$ cat src/rtl/pipe_stage_reg.sv
// -----------------------------------------------------------------------------
// pipe_stage_reg
//
// Generic pipeline stage register placed at each stage boundary (ID/EX,
// EX/MEM, MEM/WB, ...). It carries a control bundle and a data bundle under a
// valid/ready handshake.
//
// SKID=1 : 2-entry skid buffer. in_ready is decoded from registered state only,
//          so there is no combinational path from out_ready to in_ready.
// SKID=0 : single register. in_ready = !out_valid || out_ready (combinational).
//
// Ports
//   clk        rising-edge clock
//   reset      asynchronous, active-high reset (clears valids and outputs)
//   flush      synchronous bubble insertion; drops every held payload and any
//              payload presented in the same cycle
//   in_valid   upstream presents a payload
//   in_ready   stage can accept this cycle
//   ctrl_in    control bundle (write enables, selects, ALU control, status)
//   data_in    data bundle (operands, results, destination index)
//   out_valid  ctrl_out/data_out hold a live payload
//   out_ready  downstream accepts this cycle
//   ctrl_out   control bundle, forced to zero while out_valid=0 (bubble)
//   data_out   data bundle, holds its last value while out_valid=0
//   occupancy  number of payloads held (0..2; at most 1 when SKID=0)
// -----------------------------------------------------------------------------
module pipe_stage_reg #(
  parameter int CTRL_W = 7,
  parameter int DATA_W = 32,
  parameter bit SKID   = 1'b1
) (
  input  logic              clk,
  input  logic              reset,
  input  logic              flush,
  input  logic              in_valid,
  output logic              in_ready,
  input  logic [CTRL_W-1:0] ctrl_in,
  input  logic [DATA_W-1:0] data_in,
  output logic              out_valid,
  input  logic              out_ready,
  output logic [CTRL_W-1:0] ctrl_out,
  output logic [DATA_W-1:0] data_out,
  output logic [1:0]        occupancy
);

  typedef enum logic [1:0] {
    ST_EMPTY = 2'd0,
    ST_ONE   = 2'd1,
    ST_TWO   = 2'd2
  } state_t;

  // Output-side (main) register: this is what downstream sees.
  logic              vld_p1;
  logic [CTRL_W-1:0] ctrl_p1;
  logic [DATA_W-1:0] data_p1;

  logic in_xfer;
  logic out_xfer;

  assign in_xfer  = in_valid && in_ready;
  assign out_xfer = vld_p1 && out_ready;

  assign out_valid = vld_p1;
  // An empty stage must look like a bubble: no write enables downstream.
  assign ctrl_out  = vld_p1 ? ctrl_p1 : '0;
  assign data_out  = data_p1;

  if (SKID) begin : g_skid

    state_t state_p1;
    state_t state_nxt;

    // Skid (overflow) register, only meaningful in ST_TWO.
    logic [CTRL_W-1:0] ctrl_p0;
    logic [DATA_W-1:0] data_p0;

    logic load_main_in;
    logic load_main_skid;
    logic load_skid;

    always_ff @(posedge clk or posedge reset) begin
      if (reset) begin
        state_p1 <= ST_EMPTY;
      end else begin
        state_p1 <= state_nxt;
      end
    end

    always_comb begin
      state_nxt      = state_p1;
      load_main_in   = 1'b0;
      load_main_skid = 1'b0;
      load_skid      = 1'b0;
      if (flush) begin
        // Flush wins over both transfers; nothing is loaded.
        state_nxt = ST_EMPTY;
      end else begin
        case (state_p1)
          ST_EMPTY: begin
            if (in_xfer) begin
              load_main_in = 1'b1;
              state_nxt    = ST_ONE;
            end
          end
          ST_ONE: begin
            if (in_xfer && out_xfer) begin
              load_main_in = 1'b1;
            end else if (out_xfer) begin
              state_nxt = ST_EMPTY;
            end else if (in_xfer) begin
              load_skid = 1'b1;
              state_nxt = ST_TWO;
            end
          end
          ST_TWO: begin
            // in_ready is low here, so only the output side can move.
            if (out_xfer) begin
              load_main_skid = 1'b1;
              state_nxt      = ST_ONE;
            end
          end
          default: begin
            state_nxt = ST_EMPTY;
          end
        endcase
      end
    end

    // ---- stage p0: skid register (input side) ----
    always_ff @(posedge clk) begin
      if (load_skid) begin
        ctrl_p0 <= ctrl_in;
        data_p0 <= data_in;
      end
    end

    // ---- stage p1: main register (output side) ----
    always_ff @(posedge clk or posedge reset) begin
      if (reset) begin
        ctrl_p1 <= '0;
        data_p1 <= '0;
      end else if (load_main_in) begin
        ctrl_p1 <= ctrl_in;
        data_p1 <= data_in;
      end else if (load_main_skid) begin
        ctrl_p1 <= ctrl_p0;
        data_p1 <= data_p0;
      end
    end

    assign vld_p1   = (state_p1 == ST_ONE) || (state_p1 == ST_TWO);
    assign in_ready = (state_p1 != ST_TWO);

    always_comb begin
      occupancy = 2'd0;
      case (state_p1)
        ST_ONE:  occupancy = 2'd1;
        ST_TWO:  occupancy = 2'd2;
        default: occupancy = 2'd0;
      endcase
    end

  end else begin : g_single

    // ---- stage p1: single register ----
    always_ff @(posedge clk or posedge reset) begin
      if (reset) begin
        vld_p1 <= 1'b0;
      end else if (flush) begin
        vld_p1 <= 1'b0;
      end else if (in_xfer) begin
        vld_p1 <= 1'b1;
      end else if (out_xfer) begin
        vld_p1 <= 1'b0;
      end
    end

    always_ff @(posedge clk or posedge reset) begin
      if (reset) begin
        ctrl_p1 <= '0;
        data_p1 <= '0;
      end else if (in_xfer && !flush) begin
        ctrl_p1 <= ctrl_in;
        data_p1 <= data_in;
      end
    end

    assign in_ready  = !vld_p1 || out_ready;
    assign occupancy = {1'b0, vld_p1};

  end

endmodule

$ cat config.mk
export PLATFORM = sky130hd
export DESIGN_NAME = pipe_stage_reg
export DESIGN_NICKNAME = d
export VERILOG_FILES = /design/src/rtl/pipe_stage_reg.sv
export SDC_FILE = /design/constraint.sdc
export NUM_CORES = 1
export LEC_CHECK = 0
export ABC_AREA = 1
export ABC_CLOCK_PERIOD_IN_PS = 4100
export CAP_MARGIN = 10
export CORE_MARGIN = 3
export CORE_UTILIZATION = 40
export DETAILED_ROUTE_END_ITERATION = 8
export PLACE_DENSITY_LB_ADDON = 0.15
export SLEW_MARGIN = 40
export SYNTH_ARGS = -nofsm -noshare
export SYNTH_HDL_FRONTEND = slang
export SYNTH_SLANG_ARGS = --single-unit
$ cat constraint.sdc
create_clock -name clk -period 4.1 [get_ports clk]
set_input_delay 0.82 -clock clk [delete_from_list [all_inputs] [get_ports clk]]
set_output_delay 0.82 -clock clk [all_outputs]
set_load 0.01 [all_outputs]
==> out/metrics.json <==
{
  "clock_network": {
    "tritoncts_clock_tree": "yes",
    "clock_sinks": 80,
    "clock_insertion_delay_worst_skew_ps": 340,
    "cts.htree.levels": 3,
    "ctsRootBufferMaster": "clkbuf_8",
    "post_cts.resized_instances": 0,
    "clock_pin_slew_worst_setup_and_hold_paths_ps": 80,
    "cts_post_setup_buffers_inserted": 0,
    "cts_buffer_depth": 2,
    "cts_buffers": 9,
    "ctsHoldBuffers": 0
  },
  "synth": {
    "synth_area_per_cell_sq_um": 9.44,
    "area_leader_netlist": "edfxtp_1",
    "yosysMostFrequentCell": "nand2_1",
    "synthTopCellsByArea": "edfxtp_1, dfrtp_1, nand2_1",
    "yosysUniqueCellTypes": 21,
    "asyncSetResetFlopFracSynth_pct": 51.2,
    "post_synthesis_instance_area_sq_um": 3750,
    "synth_top_area_share_pct": 31.3,
    "dominantRegCellSynth": "dfrtp_1",
    "yosys-top-cells-count": "nand2_1, nand3_1, dfrtp_1",
    "synth-edff-count": 39,
    "mappedNetlistNets": 447,
    "synthesis.yosys.warnings": 0,
    "ys_seq_elements": 80,
    "post_synth_inst_count": 397,
    "synth_sequential_area_ratio_pct": 58.6
  },
  "global_routing": {
    "busiest_layer": "met2",
    "globalRouteTotalUtil_pct": 17.0,
    "grt.met3_usage_pct": 3.04,
    "overflow": 0,
    "globalRouteMet1Util_pct": 23.2,
    "grt_use_met2_pct": 27.7,
    "antenna_found_initial": 0,
    "grt_pass1_wl_mm": 14.1,
    "grt_max_degree": 49,
    "grt_pass1_vias": 2841
  },
  "place": {
    "number_of_buffers_inserted_by_port_buffering": 86,
    "place.detailed.instances": 572,
    "dp_worst_setup_slack_ps": 1200,
    "detailed_place_hpwl_mm": 5.30,
    "place_congestion": 0.851
  },
  "setup_path": {
    "critPathRequiredTime_ps": 3280,
    "cp_data_arrival_time_ps": 2160,
    "critPathLaunchType": "flop",
    "cp_cell_sequence": "inv_1 > ha_1 > nand2_1 > inv_1 > clkdlybuf4s50_1",
    "critPathTopFamily": "buffers and inverters",
    "cp.buffers_inverters": 3,
    "crit_top_cell": "inv_1",
    "max_stage_delay_ps": 580,
    "slowest_cell_on_the_critical_path": "ha_1",
    "end_kind": "output pin",
    "critPathKind": "flop to output pin",
    "crit_path_max_fanout": 10
  },
  "finish": {
    "drive_gt1_share_pct": 6.25,
    "fillerInstances": 854,
    "area_delta_synth_final_pct": 29.4,
    "num-nets-final": 525,
    "antennaDiodeCount": 0,
    "finish.cell_count_without_fillers": 588
  },
  "sta": {
    "max_slew.worst_pin.slew_ps": 736,
    "max-slew-margin-rel_pct": 50.9,
    "finalCritPeriodShare_pct": 72.7,
    "final-setup-viol-count": 0,
    "post-route-worst-setup-slack_ps": 1120,
    "final.hold.worst_slack_ps": 513,
    "final_count_of_pins_violating_max_slew": 0,
    "skew_ps": 8.98,
    "finalHoldViolations": 0,
    "setup-tns-final_ps": 0,
    "period_minus_slack_ps": 2980,
    "max_clock_freq_mhz": 335,
    "unrepaired_setup_endpoints_after_global_routing": "false"
  },
  "pwr": {
    "ir_drop_uv": 346,
    "cellPowerDensity_nw_per_um2": 622,
    "power.static_leakage_nw": 2.18
  },
  "route": {
    "wl_mm": 8.65,
    "drt_iter0_markers": 151,
    "drt_pass1_iterations": 4,
    "final_antenna_net_count": 0,
    "remaining_drc_errors": 0,
    "wl_per_cell_um": 14.7,
    "detail_route.vias_per_cell": 4.94,
    "num_vias": 2903
  },
  "floorplanning": {
    "fp-row-count": 34,
    "start_util_pct": 42.1,
    "floorplan.die_area_sq_um": 10600,
    "die_w_um": 103,
    "io_pins": 87,
    "die_h_um": 103,
    "coreArea_sq_um": 8890
  },
  "worst_hold_path": {
    "holdCritPathClass": "flop to flop"
  },
  "flow_run": {
    "maxCapViolations": 0
  },
  "status": {
    "status": "finished, final reports clean"
  }
}
stage by stage:
step,instance area (sq um),total power [mW],utilization [%]
final,4850,3.02,54.6
after global routing,4850,3.23,54.6
after CTS,4850,3.05,54.6
after detailed placement,4650,2.46,52.3
after global placement,4650,2.45,52.3
after floorplan,3750,1.87,-
registers in the layout, indices dropped and copies added, names as in the netlist:
register         flops
g_skid.state_p1      2
data_out            32
ctrl_p1              7
g_skid.data_p0      32
g_skid.ctrl_p0       7
final cells by class:
| cell class | instances | area [sq um] | area share [%] |
|---|---|---|---|
| clock buffers | 12 | 145 | 2.99 |
| clock inverters | 4 | 53.8 | 1.11 |
| inverters | 17 | 66.3 | 1.37 |
| multi-input cells | 275 | 1340 | 27.5 |
| flip-flops and latches | 80 | 2200 | 45.3 |
| well taps | 108 | 135 | 2.79 |
| repair buffers | 92 | 918 | 18.9 |
power by group:
group          switching [mW]  internal, mW  total, mW
clock                   0.281         0.300      0.581
sequential              0.131          1.09       1.22
combinational           0.605         0.610       1.22
total                    1.02          2.00       3.02
worst min-delay path: stages (launching register included):
cell and delay, ps:
dfrtp_1 350, nand3_1 80, nand2_1 60
routing by layer:
metal,vias to the layer above,wire length (um)
li1,1443,-
met1,1386,3950
met2,63,4220
met3,11,370
met4,0,108
met5,-,0
cells in the final DEF, fill, tap and decap left out:
master,synthesis,layout
a21oi_1,1,1
buf_12,0,1
buf_4,5,5
bufinv_16,0,1
clkbuf_1,2,2
clkbuf_8,0,10
clkdlybuf4s50_1,0,86
clkinv_4,0,1
clkinvlp_4,0,2
dfrtp_1,41,41
edfxtp_1,39,39
ha_1,6,6
inv_1,15,14
inv_2,2,2
inv_4,0,1
nand2_1,173,173
nand2_2,2,2
nand2_4,1,1
nand3_1,44,44
nand3_2,1,1
nand3b_1,39,39
nor2_1,5,4
nor2_4,1,2
nor3_1,1,1
nor3_4,1,1
worst paths after layout:
kind,slack [ps],cells past startpoint,from,end
setup / recovery,1120,5,g_skid.state_p1[1],ctrl_out[5]
hold / removal,510,2,data_out[23],data_out[23]
setup reg to reg,1640,6,g_skid.state_p1[0],g_skid.data_p0[28]
hold reg to reg,510,2,data_out[23],data_out[23]
max in group asynchronous,2840,2,reset,ctrl_p1[0]
min in group asynchronous,870,2,reset,data_out[20]
cells by family (layout without fill, tap and decap cells):
| kind of cell | Yosys count | after routing | share of synthesized area [%] |
|---|---|---|---|
| AND/OR/NAND/NOR | 268 | 268 | 33.3 |
| buffers and inverters | 42 | 125 | 5.94 |
| adder cells (fa/ha/maj) | 6 | 6 | 2.00 |
| AO/OA/AOI/OAI | 1 | 1 | 0.133 |
| flip-flops | 80 | 80 | 58.6 |
(Power assumes the default switching activity.)
